[src/rtl/data_mem_ctrl_pkg.sv]
// Shared types and default latencies for the data memory request sequencer.
package data_mem_ctrl_pkg;

    typedef enum logic [1:0] {
        ST_IDLE,
        ST_LOOKUP,
        ST_WAIT,
        ST_RESP
    } ctrl_state_t;

    typedef enum logic [1:0] {
        LVL_L1,
        LVL_L2,
        LVL_L3,
        LVL_MEM
    } mem_level_t;

    localparam int DEF_L2_LAT  = 4;
    localparam int DEF_L3_LAT  = 10;
    localparam int DEF_MEM_LAT = 20;
    localparam int DEF_CNT_W   = 5;

endpackage

[src/rtl/mem_lat_cnt.sv]
// Loadable down-counter that times out the latency of the serving memory level.
// Load has priority over decrement; zero_o is combinational from the count.
module mem_lat_cnt #(
    parameter int CNT_W = 5
) (
    input  logic             clk,
    input  logic             rst_n,
    input  logic             load_i,
    input  logic [CNT_W-1:0] load_val_i,
    input  logic             dec_i,
    output logic             zero_o
);

    logic [CNT_W-1:0] cnt_q;

    always_ff @(posedge clk or negedge rst_n) begin
        if (!rst_n) begin
            cnt_q <= '0;
        end else if (load_i) begin
            cnt_q <= load_val_i;
        end else if (dec_i) begin
            cnt_q <= cnt_q - 1'b1;
        end
    end

    assign zero_o = (cnt_q == '0);

endmodule

[src/rtl/data_mem_ctrl.sv]
// One-at-a-time load/store sequencer: latches the LSU request, waits out the serving level's latency,
// returns a single response pulse and stalls the pipeline meanwhile; keeps per-level read-hit counters.
module data_mem_ctrl
    import data_mem_ctrl_pkg::*;
#(
    parameter int L2_LAT  = DEF_L2_LAT,
    parameter int L3_LAT  = DEF_L3_LAT,
    parameter int MEM_LAT = DEF_MEM_LAT,
    parameter int CNT_W   = DEF_CNT_W
) (
    input  logic        clk,
    input  logic        rst_n,
    input  logic        req_valid_i,
    output logic        req_ready_o,
    input  logic        req_wr_en_i,
    input  logic [31:0] req_addr_i,
    input  logic [31:0] req_wr_data_i,
    input  logic [3:0]  req_byte_en_i,
    output logic        resp_valid_o,
    output logic [31:0] resp_rd_data_o,
    output logic        stall_o,
    output logic [31:0] mem_addr_o,
    output logic [31:0] mem_wr_data_o,
    output logic [3:0]  mem_byte_en_o,
    output logic        mem_wr_en_o,
    input  logic [31:0] mem_rd_data_i,
    input  logic        l1_hit_i,
    input  logic        l2_hit_i,
    input  logic        l3_hit_i
);

    // The LOOKUP cycle itself counts toward nothing; WAIT runs from LAT-1 down to 0 inclusive.
    localparam logic [CNT_W-1:0] L2_LOAD  = CNT_W'(L2_LAT - 1);
    localparam logic [CNT_W-1:0] L3_LOAD  = CNT_W'(L3_LAT - 1);
    localparam logic [CNT_W-1:0] MEM_LOAD = CNT_W'(MEM_LAT - 1);

    ctrl_state_t state_q, state_d;
    mem_level_t  level_q, level_d;

    logic [31:0] addr_q;
    logic [31:0] wr_data_q;
    logic [3:0]  byte_en_q;
    logic        wr_en_q;
    logic [31:0] rd_data_q;

    logic [31:0] rd_hit_cnt_l1;
    logic [31:0] rd_hit_cnt_l2;
    logic [31:0] rd_hit_cnt_l3;
    logic [31:0] rd_hit_cnt_mem;

    logic             cnt_load;
    logic [CNT_W-1:0] cnt_load_val;
    logic             cnt_dec;
    logic             cnt_zero;
    logic             capture;
    logic [31:0]      capture_val;
    logic             accept;

    assign accept = (state_q == ST_IDLE) && req_valid_i;

    mem_lat_cnt #(
        .CNT_W (CNT_W)
    ) u_lat_cnt (
        .clk        (clk),
        .rst_n      (rst_n),
        .load_i     (cnt_load),
        .load_val_i (cnt_load_val),
        .dec_i      (cnt_dec),
        .zero_o     (cnt_zero)
    );

    always_ff @(posedge clk or negedge rst_n) begin
        if (!rst_n) begin
            state_q <= ST_IDLE;
            level_q <= LVL_L1;
        end else begin
            state_q <= state_d;
            level_q <= level_d;
        end
    end

    always_comb begin
        state_d      = state_q;
        level_d      = level_q;
        cnt_load     = 1'b0;
        cnt_load_val = '0;
        capture      = 1'b0;
        capture_val  = '0;
        case (state_q)
            ST_IDLE: begin
                if (req_valid_i) state_d = ST_LOOKUP;
            end
            ST_LOOKUP: begin
                if (wr_en_q) begin
                    capture = 1'b1;
                    state_d = ST_RESP;
                end else if (l1_hit_i) begin
                    capture     = 1'b1;
                    capture_val = mem_rd_data_i;
                    level_d     = LVL_L1;
                    state_d     = ST_RESP;
                end else begin
                    cnt_load = 1'b1;
                    state_d  = ST_WAIT;
                    if (l2_hit_i) begin
                        level_d      = LVL_L2;
                        cnt_load_val = L2_LOAD;
                    end else if (l3_hit_i) begin
                        level_d      = LVL_L3;
                        cnt_load_val = L3_LOAD;
                    end else begin
                        level_d      = LVL_MEM;
                        cnt_load_val = MEM_LOAD;
                    end
                end
            end
            ST_WAIT: begin
                if (cnt_zero) begin
                    capture     = 1'b1;
                    capture_val = mem_rd_data_i;
                    state_d     = ST_RESP;
                end
            end
            ST_RESP: begin
                state_d = ST_IDLE;
            end
            default: begin
                state_d = ST_IDLE;
            end
        endcase
    end

    assign cnt_dec = (state_q == ST_WAIT) && !cnt_zero;

    always_ff @(posedge clk or negedge rst_n) begin
        if (!rst_n) begin
            addr_q    <= '0;
            wr_data_q <= '0;
            byte_en_q <= '0;
            wr_en_q   <= 1'b0;
        end else if (accept) begin
            addr_q    <= req_addr_i;
            wr_data_q <= req_wr_data_i;
            byte_en_q <= req_byte_en_i;
            wr_en_q   <= req_wr_en_i;
        end
    end

    always_ff @(posedge clk or negedge rst_n) begin
        if (!rst_n) begin
            rd_data_q <= '0;
        end else if (capture) begin
            rd_data_q <= capture_val;
        end
    end

    always_ff @(posedge clk or negedge rst_n) begin
        if (!rst_n) begin
            rd_hit_cnt_l1  <= '0;
            rd_hit_cnt_l2  <= '0;
            rd_hit_cnt_l3  <= '0;
            rd_hit_cnt_mem <= '0;
        end else if (state_q == ST_RESP && !wr_en_q) begin
            case (level_q)
                LVL_L1:  rd_hit_cnt_l1  <= rd_hit_cnt_l1 + 32'd1;
                LVL_L2:  rd_hit_cnt_l2  <= rd_hit_cnt_l2 + 32'd1;
                LVL_L3:  rd_hit_cnt_l3  <= rd_hit_cnt_l3 + 32'd1;
                default: rd_hit_cnt_mem <= rd_hit_cnt_mem + 32'd1;
            endcase
        end
    end

    assign req_ready_o    = (state_q == ST_IDLE);
    assign stall_o        = (state_q == ST_LOOKUP) || (state_q == ST_WAIT);
    assign resp_valid_o   = (state_q == ST_RESP);
    assign resp_rd_data_o = rd_data_q;
    assign mem_wr_en_o    = (state_q == ST_LOOKUP) && wr_en_q;
    assign mem_addr_o     = addr_q;
    assign mem_wr_data_o  = wr_data_q;
    assign mem_byte_en_o  = byte_en_q;

endmodule

[config.mk]
export PLATFORM = sky130hd
export DESIGN_NAME = data_mem_ctrl
export DESIGN_NICKNAME = d
export VERILOG_FILES = /design/src/rtl/data_mem_ctrl_pkg.sv /design/src/rtl/mem_lat_cnt.sv /design/src/rtl/data_mem_ctrl.sv
export SDC_FILE = /design/constraint.sdc
export NUM_CORES = 1
export LEC_CHECK = 0
export ABC_AREA = 1
export BUFFER_PORTS_ARGS = -buffer_cell sky130_fd_sc_hd__buf_2
export CAP_MARGIN = 20
export CORE_MARGIN = 1
export CORE_UTILIZATION = 33
export DETAILED_ROUTE_END_ITERATION = 8
export HOLD_SLACK_MARGIN = 0.1
export PLACE_DENSITY_LB_ADDON = 0.05
export SETUP_SLACK_MARGIN = 0.05
export SLEW_MARGIN = 20
export SYNTH_ARGS = -nofsm -noshare
export SYNTH_HDL_FRONTEND = slang
export SYNTH_HIERARCHICAL = 1
export SYNTH_SLANG_ARGS = --single-unit
[constraint.sdc]
create_clock -name clk -period 4.5 [get_ports clk]
set_input_delay 1.35 -clock clk [delete_from_list [all_inputs] [get_ports clk]]
set_output_delay 1.35 -clock clk [all_outputs]
set_load 0.01 [all_outputs]
==> results.cfg <==
[outcome]
status = finished with violations
violations = DRC

[setup_path]
cp-start-kind = register
critical_path_class = reg -> out
arrival_ns = 1.72
r2r-end = mem_wr_data_o[1]$_DFFE_PN0P_
rrSetupSlack_ns = 2.18
cp-endpoint = stall_o
cp_slowest_cell = dfrtp_1
r2r_cells = 5
worst-path-stages = 4
critPathMaxStageDelay_ns = 0.41
timing.critical_path.from = state_q[0]$_DFFE_PN0P_
path_max_fanout = 35
crit_family = buffers and inverters
crit_buf_inv = 3
cp_data_required_time_ns = 3.15
crit_path_end_kind = primary output
rr_startpoint = state_q[0]$_DFFE_PN0P_
path_cells = inv_1 -> ha_1 -> buf_4 -> buf_2

[global_route]
gr-usage-met3_pct = 8.002
grt_util_met2_pct = 29.44
grt_pass1_wl_um = 21670
grt_max_degree = 62
use_met1_pct = 20.69
grt_util_all_layers_pct = 17.72
grt-busiest-layer = met2
antenna_found_initial = 2
grt_pass1_vias = 4245
grt_overflow = 0

[final_layout]
seq_area_um2 = 2703
final_nets = 779
multi_input_area_um2 = 1977
instances_no_fill = 856
num-fill-cells = 1464
drive_gt1_share_pct = 45.75
area_growth_pct = 28.18

[floorplanning]
ios = 211
fp.dieH_um = 125.0
die_w_um = 125.0
start_util_pct = 34.07
core_region_area_um2 = 14640
num_rows = 44
die-area_um2 = 15620

[detailed_routing]
remaining_drc_errors = 36
routed-via-count = 4188
drt-initial-drc-count = 247
drtPass1Iterations = 7
routed_wl_um = 13530
wl_per_cell_um = 15.81
viasPerCell = 4.893
ant_nets = 0

[clocking]
cts_root_buf = clkbuf_16
ctsHoldBuffers = 0
post-cts-setup-buffers = 0
cts_tree = built
numCtsBuffers = 9
cts_resized = 0
cts_buffer_depth = 2
insertion_delay_ns = 0.35
clkTransAtPathRegs_ns = 0.07
cts_sinks = 108
h-tree-depth = 3

[synthesis]
synth_area_per_cell_um2 = 10.48
synth.distinct_cells = 26
syn_inst = 476
synthTopCellsByArea = dfrtp_1 54%, mux2_2 15%, nand2_1 8.4%
synth.most_common_cell = nand2_1
yosys_warnings = 6
synth_fp_nets = 589
synth_ff_type = dfrtp_1
netlist.area_leader.share_pct = 54.16
synth_enable_flop_cells = 0
synth_top_area_cell = dfrtp_1
synth_seq_cells = 108
netlist_top_cells_count = 112 x nand2_1, 108 x dfrtp_1, 68 x mux2_2, 67 x nand3_1, 32 x nand4_1
seq_area_frac_synth_pct = 54.16
synth_area_um2 = 4990
synthArstFlopShare_pct = 100.0

[timing]
max_freq_ghz = 0.3254
fin_worst_skew_ns = 0.006215
drv_slew = 0
rsz0062_at_grt = no
timing.final.crit_period_ns = 3.073
setup_viol = 0
finalSetupTns_ns = 0
slew_headroom_pct = 32.73
setup_slack_ns = 1.427
finalHoldViolCount = 0
worst_pin_slew_ns = 1.008
fin_crit_sh_pct = 68.30

[power]
power_density_nw_per_um2 = 720.3
swShare_pct = 40.22
peakVddDrop_uv = 362.1
leakagePower_uw = 0.003462
seqPwrFrac_pct = 36.8
intPower_uw = 2754
p_comb_share_pct = 45.4
power_frac_clock_pct = 17.7
switchingPower_uw = 1853

[hold_path]
holdCritPathClass = reg -> reg

[place]
port_buffers = 210
place_congestion = 0.7476
dp_worst_setup_slack_ns = 1.158
placed_cells = 839
dp_hpwl_um = 9328

[job]
cap_violations = 0
==> cell type report <==
cell class | instances | share of cell area (%)
Inverter | 18 | 1.056
Sequential cell | 108 | 42.25
Clock inverter | 6 | 1.115
Multi-Input combinational cell | 314 | 30.91
Tap cell | 184 | 3.599
Antenna cell | 1 | 0.03912
Clock buffer | 10 | 3.580
Timing Repair Buffer | 215 | 17.45
==> sequential cells by signal, indices dropped and copies added, names as in the netlist <==
register	cells
mem_wr_data_o	32
mem_byte_en_o	4
wr_en_q	1
resp_rd_data_o	32
state_q	2
u_lat_cnt/cnt_q	5
mem_addr_o	32
==> power groups by stage <==
stage               logic (uW)  registers [uW]  clock network (uW)
finish                    2090            1700                 817
global route              2290            1770                 890
CTS                       2130            1710                 849
detailed placement        2130            1720                   0
global placement          2090            1710                   0
floorplan                 1160            1920                   0
==> metal layers <==
layer | part of all wire [%] | vias to the layer above
met5 | 0.13 | -
met4 | 1.0 | 2
met3 | 11 | 11
met2 | 48 | 177
met1 | 40 | 2007
li1 | - | 1991
==> metrics by stage <==
stage / hold slack [ns] / utilization [%] / instance area (um^2) / total power [uW]
2_1_floorplan: 0.4784 / - / 4990 / 3078
3_3_place_gp: 0.4598 / 41.59 / 6091 / 3796
3_5_place_dp: 0.4611 / 41.61 / 6093 / 3845
4_1_cts: 0.4811 / 43.66 / 6394 / 4685
5_1_grt: 0.4951 / 43.66 / 6394 / 4950
6_report: 0.4748 / 43.68 / 6396 / 4607
==> cell usage in the layout (no fill, tap or decap), types with 4 or more instances in the layout <==
master	Yosys	routed
nand2_1	112	112
ha_1	6	5
mux2_2	68	68
nand4_1	32	32
a22oi_1	4	4
clkbuf_16	0	9
buf_4	0	4
nor2_1	7	7
nand3_1	67	67
dfrtp_1	108	108
inv_1	17	17
buf_2	22	209
==> worst min path at each step <==
stage	start	to	cells after the start
finish	resp_rd_data_o[18]$_DFFE_PN0P_	resp_rd_data_o[18]$_DFFE_PN0P_	2
global route	resp_rd_data_o[24]$_DFFE_PN0P_	resp_rd_data_o[24]$_DFFE_PN0P_	2
CTS	resp_rd_data_o[18]$_DFFE_PN0P_	resp_rd_data_o[18]$_DFFE_PN0P_	2
detailed placement	resp_rd_data_o[18]$_DFFE_PN0P_	resp_rd_data_o[18]$_DFFE_PN0P_	2
global placement	resp_rd_data_o[3]$_DFFE_PN0P_	resp_rd_data_o[3]$_DFFE_PN0P_	2
floorplan	u_lat_cnt/cnt_q[0]$_DFFE_PN0P_	u_lat_cnt/cnt_q[0]$_DFFE_PN0P_	1
==> cells by family (layout without fill, tap and decap cells) <==
family                     Yosys count  after routing  share of synthesized area [%]
adders and majority gates            6              6                          1.504
xor gates and xnor gates             1              1                         0.1756
AOI/OAI and AO/OA                   11             11                          1.580
buffers and inverters               54            249                          6.269
other                                1              2                        0.07515
muxes                               68             68                          15.35
and+or+nand+nor                    227            227                          20.89
DFF                                108            108                          54.16
==> worst min-delay path: stages, from the launching register on <==
cell	delay, ns
dfrtp_1	0.34
nand2_1	0.05
nand2_1	0.05
Power figures use the tool's default switching activity.
